File: src/rtl/startup_usr_ctrl.sv
// User-side controller for the STARTUP primitive: post-EOS dummy CCLK edges,
// divided user CCLK on request, and the PREQ/PACK reprogram handshake.
module startup_usr_ctrl #(
  parameter int CCLK_DIV    = 4,
  parameter int DUMMY_CCLKS = 3
) (
  input  logic i_clk,
  input  logic i_rst,
  input  logic i_eos,
  input  logic i_preq,
  input  logic i_usr_prog_ack,
  input  logic i_cclk_req,
  input  logic i_usr_done,
  output logic o_usrcclko,
  output logic o_usrcclkts,
  output logic o_usrdoneo,
  output logic o_usrdonets,
  output logic o_pack,
  output logic o_ready,
  output logic o_cclk_rise,
  output logic o_prog_pending
);

  localparam int DW = (CCLK_DIV > 1) ? $clog2(CCLK_DIV) : 1;
  localparam int RW = $clog2(DUMMY_CCLKS + 1);
  localparam logic [DW-1:0] DIV_LAST  = DW'(CCLK_DIV - 1);
  localparam logic [RW-1:0] RISE_LAST = RW'(DUMMY_CCLKS);

  typedef enum logic [1:0] {
    S_WAIT_EOS,
    S_DUMMY,
    S_IDLE,
    S_RUN
  } state_t;

  state_t        r_state;
  logic          r_eos_s1, r_eos_s2;
  logic          r_preq_s1, r_preq_s2, r_preq_d;
  logic [DW-1:0] r_div_cnt;
  logic [RW-1:0] r_rise_cnt;
  logic          r_cclko, r_cclkts, r_ready, r_cclk_rise;
  logic          r_doneo, r_donets;
  logic          r_pack, r_prog_pending;

  logic w_counting, w_toggle, w_fall, w_preq_rise;

  assign w_counting  = (r_state == S_DUMMY) || (r_state == S_RUN);
  assign w_toggle    = w_counting && (r_div_cnt == DIV_LAST);
  assign w_fall      = w_toggle && r_cclko;
  assign w_preq_rise = r_preq_s2 && !r_preq_d;

  always_ff @(posedge i_clk or posedge i_rst) begin
    if (i_rst) begin
      r_eos_s1  <= 1'b0;
      r_eos_s2  <= 1'b0;
      r_preq_s1 <= 1'b0;
      r_preq_s2 <= 1'b0;
      r_preq_d  <= 1'b0;
    end else begin
      r_eos_s1  <= i_eos;
      r_eos_s2  <= r_eos_s1;
      r_preq_s1 <= i_preq;
      r_preq_s2 <= r_preq_s1;
      r_preq_d  <= r_preq_s2;
    end
  end

  always_ff @(posedge i_clk or posedge i_rst) begin
    if (i_rst) begin
      r_div_cnt <= '0;
    end else if (!w_counting || w_toggle) begin
      r_div_cnt <= '0;
    end else begin
      r_div_cnt <= r_div_cnt + 1'b1;
    end
  end

  // RUN only leaves on a falling toggle, so USRCCLKO always parks low with full high phases.
  always_ff @(posedge i_clk or posedge i_rst) begin
    if (i_rst) begin
      r_state     <= S_WAIT_EOS;
      r_rise_cnt  <= '0;
      r_cclko     <= 1'b0;
      r_cclkts    <= 1'b1;
      r_ready     <= 1'b0;
      r_cclk_rise <= 1'b0;
    end else begin
      r_cclk_rise <= 1'b0;
      if (w_toggle) begin
        r_cclko     <= ~r_cclko;
        r_cclk_rise <= ~r_cclko;
      end
      case (r_state)
        S_WAIT_EOS: begin
          if (r_eos_s2) begin
            r_state  <= S_DUMMY;
            r_cclkts <= 1'b0;
          end
        end
        S_DUMMY: begin
          if (w_toggle && !r_cclko) begin
            r_rise_cnt <= r_rise_cnt + 1'b1;
          end else if (w_fall && (r_rise_cnt == RISE_LAST)) begin
            r_state <= S_IDLE;
            r_ready <= 1'b1;
          end
        end
        S_IDLE: begin
          if (i_cclk_req && !r_pack) begin
            r_state <= S_RUN;
          end
        end
        S_RUN: begin
          if (w_fall && (!i_cclk_req || r_pack)) begin
            r_state <= S_IDLE;
          end
        end
        default: r_state <= S_WAIT_EOS;
      endcase
    end
  end

  always_ff @(posedge i_clk or posedge i_rst) begin
    if (i_rst) begin
      r_doneo  <= 1'b0;
      r_donets <= 1'b1;
    end else begin
      r_doneo  <= r_ready & i_usr_done;
      r_donets <= ~(r_ready & i_usr_done);
    end
  end

  // PACK is held until the synchronized request drops, so no new PREQ edge can overlap it.
  always_ff @(posedge i_clk or posedge i_rst) begin
    if (i_rst) begin
      r_prog_pending <= 1'b0;
      r_pack         <= 1'b0;
    end else begin
      if (w_preq_rise) begin
        r_prog_pending <= 1'b1;
      end else if (r_prog_pending && i_usr_prog_ack) begin
        r_prog_pending <= 1'b0;
        r_pack         <= 1'b1;
      end
      if (r_pack && !r_preq_s2) begin
        r_pack <= 1'b0;
      end
    end
  end

  assign o_usrcclko     = r_cclko;
  assign o_usrcclkts    = r_cclkts;
  assign o_usrdoneo     = r_doneo;
  assign o_usrdonets    = r_donets;
  assign o_pack         = r_pack;
  assign o_ready        = r_ready;
  assign o_cclk_rise    = r_cclk_rise;
  assign o_prog_pending = r_prog_pending;

endmodule

File: config.mk
export PLATFORM = sky130hd
export DESIGN_NAME = startup_usr_ctrl
export DESIGN_NICKNAME = d
export VERILOG_FILES = /design/src/rtl/startup_usr_ctrl.sv
export SDC_FILE = /design/constraint.sdc
export NUM_CORES = 1
export LEC_CHECK = 0
export ABC_CLOCK_PERIOD_IN_PS = 1440
export CORE_UTILIZATION = 40
export DETAILED_ROUTE_END_ITERATION = 6
export HOLD_SLACK_MARGIN = 0.06
export PLACE_DENSITY = 0.71
export SYNTH_ARGS = -nofsm -noshare
export SYNTH_HDL_FRONTEND = slang
export SYNTH_SLANG_ARGS = --single-unit
File: constraint.sdc
create_clock -name i_clk -period 1.44 [get_ports i_clk]
set_input_delay 0.144 -clock i_clk [delete_from_list [all_inputs] [get_ports i_clk]]
set_output_delay 0.144 -clock i_clk [all_outputs]
set_load 0.01 [all_outputs]
### After elaboration in Yosys (flattened, before gate mapping)

Index checks and enable logic that the tools add are counted.

* register bits after elaboration: 19
* output and inout bits: 8
* logic and storage cells: 72

* add/sub/neg operators: 2
* equal/unequal tests: 11
* multiplexer cells: 13
* bitwise gates (word level): 4
* reductions and logical operators: 26

Operators by type and width (count)
* $mux 2: 6
* $logic_and 1x1->1: 9
* $eq 2x2->1 const B: 4
* $pmux 2 s4: 1
* $logic_not 1->1: 6
* $mux 1: 6
* $ne 2x1->1 const B: 3
* $ne 2x2->1 const B: 3
* $reduce_and 2->1: 3
* $reduce_and 5->1: 1
* $add 2x1->2 const B: 2
* $reduce_bool 2->1: 2
* $logic_or 1x1->1: 3
* $not 1->1: 3
* $reduce_and 3->1: 1
* $eq 2x1->1 const B: 1
* $logic_not 2->1: 1
* $and 1x1->1: 1

### Longest topological paths before layout

* word-level depth: 8
* mapped depth: 4
* mapped depth without buffers: 4

### Worst setup path before layout

Ideal clock, no wire load.

* kind: register to register
* start: reg r_div_cnt[0]
* end: reg r_rise_cnt[1]
* library setup time: 0.128 ns
* arrival: 1.114 ns
* setup slack: 0.198 ns
* cell stages (with the launch flop): 5
* path buffers: 0
* clock period less this slack: 1.242 ns
* cell sequence: dfrtp_1 -> ha_1 -> nand2_2 -> nor3_4 -> mux2_1

* word-level cells in the longest chain between the ends: 4

RTL lines
* start: declaration: line 39 `logic [DW-1:0] r_div_cnt;`
* start signal: assignment: line 74 `r_div_cnt <= r_div_cnt + 1'b1;`
* $eq 2x2->1: line 48 `assign w_toggle = w_counting && (r_div_cnt == DIV_LAST);`
* $logic_and 1x1->1: line 48
* $logic_and 1x1->1: line 101 `if (w_toggle && !r_cclko) begin`
* $reduce_and 2->1 (no source line)
* end signal: assignment: line 102 `r_rise_cnt <= r_rise_cnt + 1'b1;`
* end: declaration: line 40 `logic [RW-1:0] r_rise_cnt;`

Every way passes these cells.
A chain may end at the register's enable or synchronous reset.

### Worst setup path in the final report

* start: reg r_pack, in the netlist o_pack
* end: out o_pack

RTL lines
* start: declaration: line 43 `logic r_pack, r_prog_pending;`
* start signal: assignment: line 137 `r_pack <= 1'b0;`
* start signal: assignment: line 143 `r_pack <= 1'b1;`
* start signal: assignment: line 146 `r_pack <= 1'b0;`
* end: declaration: line 18 `output logic o_pack,`

No word-level cell between the ends.

==> metrics list <==
- Combined global-route utilization of all metal layers: 0.128
- Number of buffers on the longest clock path: 2
* Largest family of logic cells by synthesized area: simple AND/OR/NAND/NOR gates
- In this run the number of cells on the critical path is 1.
- Register area share after synthesis: 0.705
- First-pass detailed-route iteration total: 3
- Sw Ratio: 0.311
* Pins Over Slew Limit: 0
* TritonCTS Buffers: 3
- Endpoint of the lowest-slack register-to-register path: r_rise_cnt[1]
- Clock tree from TritonCTS: built
- Number of instances in the synthesized netlist: 50
* Worst reg2reg setup slack: 120 ps
- Data required time at the worst endpoint: around 1300 ps
* Mux contribution to synthesized area: 0.0166
- The floorplan step defined a die boundary enclosing 1860 um2.
- In the global route stage, met2 resource usage came out at 0.218.
- CTS built an H-tree with a depth of 1.
- Leading registers by flop count: r_div_cnt: 2 flops, r_rise_cnt: 2 flops, r_state: 2 flops
* GRT busiest layer: met2
* Initial antenna violation count: 0
- After clock tree synthesis, the flow added hold-fix buffers numbering 0.
- Post-CTS clock slew at the launch and capture registers of the worst setup and hold paths: ~100 ps
- Via count: between 400 and 500
- The floorplan step set the die height to 43.2 um.
* Data arrival, critical path: ~1200 ps
- CP Launch Type: flop
* Net switching power figure: between 400 and 500 uW
* Gate family responsible for the most delay along the worst path: buffers and inverters
- On the critical path, the stage with the largest delay is an instance of clkdlybuf4s50_1.
- The number of global-route vias before repair was 418.
* Placer's final routability congestion estimate: about 0.71
- A synthesized cell averages 13.6 um2.
- The most critical setup path has its endpoint at o_pack.
- Kind of capture point of the worst setup path: primary output
- Of the total synthesized cell area, the portion taken by full adders, half adders and majority gates is 0.0369.
- DP HPWL: between 700 and 800 um
* Worst Reg2Reg Path Length in Cells: 4
- Entering global routing, the biggest net connects 20 pins.
- The flow ran to the end, and the final reports show no timing, DRC or antenna violations.
- The total overflow left after global routing is 0.
* Floorplan Core Area: ~1500 um2
- Count of cell types in the netlist: 21
- Number of ports placed on the die boundary: 15
- Row count: 14
* Latest clock arrival within the worst-skew pair: roughly 290 ps
- For this run, the number of Yosys warnings is 0.
- Compound-cell area share of the yosys netlist: 0.0369
- Most frequent standard cell in the layout excluding fill and tap cells: dfrtp_1
* Worst relative slew slack: 0.844
* Clock share of power: 0.174
- Initial Util: 0.440
* Share of power burned in registers: 0.550
- At the end of the flow the core is filled with cells to 0.566.
* Root Driver: clkbuf_4
- Of the total synthesized cell area, the portion taken by AND, OR, NAND and NOR gates is 0.157.
* Count of fill cells added during filler insertion: 133
- The tool flagged a number of max-cap violations equal to 0.
* Count of state elements after synthesis: 19
- For this run, the slowest stage of the critical path takes around 550 ps.
- Buffers plus inverters on the worst setup path: 1
- Parity-gate share of the synthesized area counting xor and xnor cells: 0.0258
* Comb pwr share: 0.276
- Routed wirelength normalized by instance count: 11.1 um
- The detailed router finished its first iteration with 2 violations.
* Cells along the critical path: clkdlybuf4s50_1
* Remaining design rule violation count: 0
* Worst slew pin tran: between 200 and 250 ps
- Global routing met1 resource utilization: 0.129
* Peak supply drop: 0.627 mV
- Counting I/O delays and the setup requirement, the final critical path takes about 1400 ps.
* P_int: around 1 mW
- Number of clock sinks: 19
* Crit Path Category: flop to primary output
- Derived from the worst setup path, the maximum achievable clock frequency is between 700 and 800 MHz.
- Top library cells by usage in the layout, fill and taps aside: dfrtp_1, clkdlybuf4s50_1, inv_1
* Wire length of the first global-routing pass: about 1700 um
- In this run the worst setup path begins at o_pack.
- CP max FO: 4
- Class of the tightest hold or removal check: input port to async pin
- Post-synth design cell area: roughly 680 um2
* Power density over cell area: approximately 1700 nW/um2
- Final routed wirelength across all metal layers: between 900 and 1000 um
* Post-detailed-route via-to-cell ratio: slightly below 5
- Syn-to-layout area delta: 28.6%
- Setup violations remaining at the end of the flow were counted as 0.
- The number of failing hold endpoints at the final stage is 0.
- In the finished design, the share of the clock period the worst path needs comes to 0.954.
- Summing all non-filler instances in the final layout gives an area of a little under 900 um2.
* Unrepaired setup endpoints after global routing: no
- R2r startpoint: r_div_cnt[0]
* Remaining number of nets flagged by the antenna check after routing: 0
* Placed inst area: approximately 850 um2
* Ratio of cells with drive above 1 in the final layout: 0.159
- Adding up every negative setup slack in the final design gives 0 ps.
- In the global route stage, met3 resource usage came out at 0.0298.
- Across all hold checks on the routed design, the worst slack comes to approximately 150 ps.
- Pleak: between 0.4 and 0.5 nW
- Syn Nets: between 50 and 60
* Net total in the final layout: between 70 and 80
- # Post-CTS Setup Buffers: 0
- The repair_antennas step left the layout with diodes totalling 0.
- From left edge to right edge, the die measures 43.2 um.
- Between clock sinks in the finished design, the worst skew comes to between 2 and 3 ps.
* Port Buffers: 14
synthesized netlist by cell type:
cell	count	area (um2)
nand2_2	1	6.26
nand3_1	2	10.0
xnor2_1	1	8.76
dfstp_2	2	52.6
or2_2	1	6.26
nor3_1	2	10.0
inv_1	4	15.0
nor3_4	1	16.3
dfrtp_1	17	425
o21ai_0	2	10.0
nand2b_1	2	12.5
nor2b_1	2	12.5
mux2_1	1	11.3
xor2_1	1	8.76
a21boi_0	1	7.51
nor2_1	3	11.3
nand4_1	1	6.26
nor3b_1	1	7.51
nand2_1	2	7.51
a211oi_1	1	7.51
ha_1	2	25.0
layout make-up:
class,count,area (um2),area share
timing repair buffer,15,144,0.165
sequential,19,479,0.549
multi-input combinational,27,188,0.215
clock buffer,4,26.3,0.0301
inverter,4,15.0,0.0172
tap,16,20.0,0.0230
cell families after synthesis:
logic type      after synthesis
buf+inv                       4
compound gates                4
xor+xnor                      2
simple gates                 18
fa+ha+maj                     2
flops                        19
mux                           1
stage by stage:
stage          cells  setup slack, ps  power, mW
6_report          85             66.2       1.50
5_1_grt           85             32.4       1.60
4_1_cts           85             50.9       1.52
3_5_place_dp      81             76.7       1.27
3_3_place_gp      81              173       1.24
2_1_floorplan     50              198       1.06
worst reg2reg max path, cell delays in order, from the launching register on:
cell     delay, ps
dfrtp_1        380
ha_2           230
nand2_2        100
nor3_4         150
mux2_1         350
power by group through the flow:
stage                     combinational (mW)  sequential [mW]  clock [mW]
after global routing                   0.466            0.843       0.291
after global placement                 0.418            0.820           0
after floorplan                        0.226            0.834           0
after detailed placement               0.437            0.833           0
after CTS                              0.424            0.824       0.275
final                                  0.413            0.822       0.260
repair_timing:
| item | CTS | global route |
|---|---|---|
| gates cloned | 0 | 0 |
| resized for setup | 4 | 1 |
| pin swaps | 0 | 0 |
| setup endpoints to repair | 3 | 1 |
worst min path at each step:
stage,endpoint,slack [ps],depth (start not counted)
3_5_place_dp,r_eos_s2,340,0
2_1_floorplan,o_cclk_rise,90,1
4_1_cts,r_preq_s1,150,3
5_1_grt,r_preq_s1,190,3
6_report,r_preq_s1,150,3
3_3_place_gp,r_preq_s2,330,0
layer usage:
metal / part of all wire / routed length [um]
met2: 0.48 / 457
met5: 0 / 0
met3: 0.049 / 46
met1: 0.42 / 399
met4: 0.044 / 42
No activity file was read; power rests on OpenSTA's default activity.
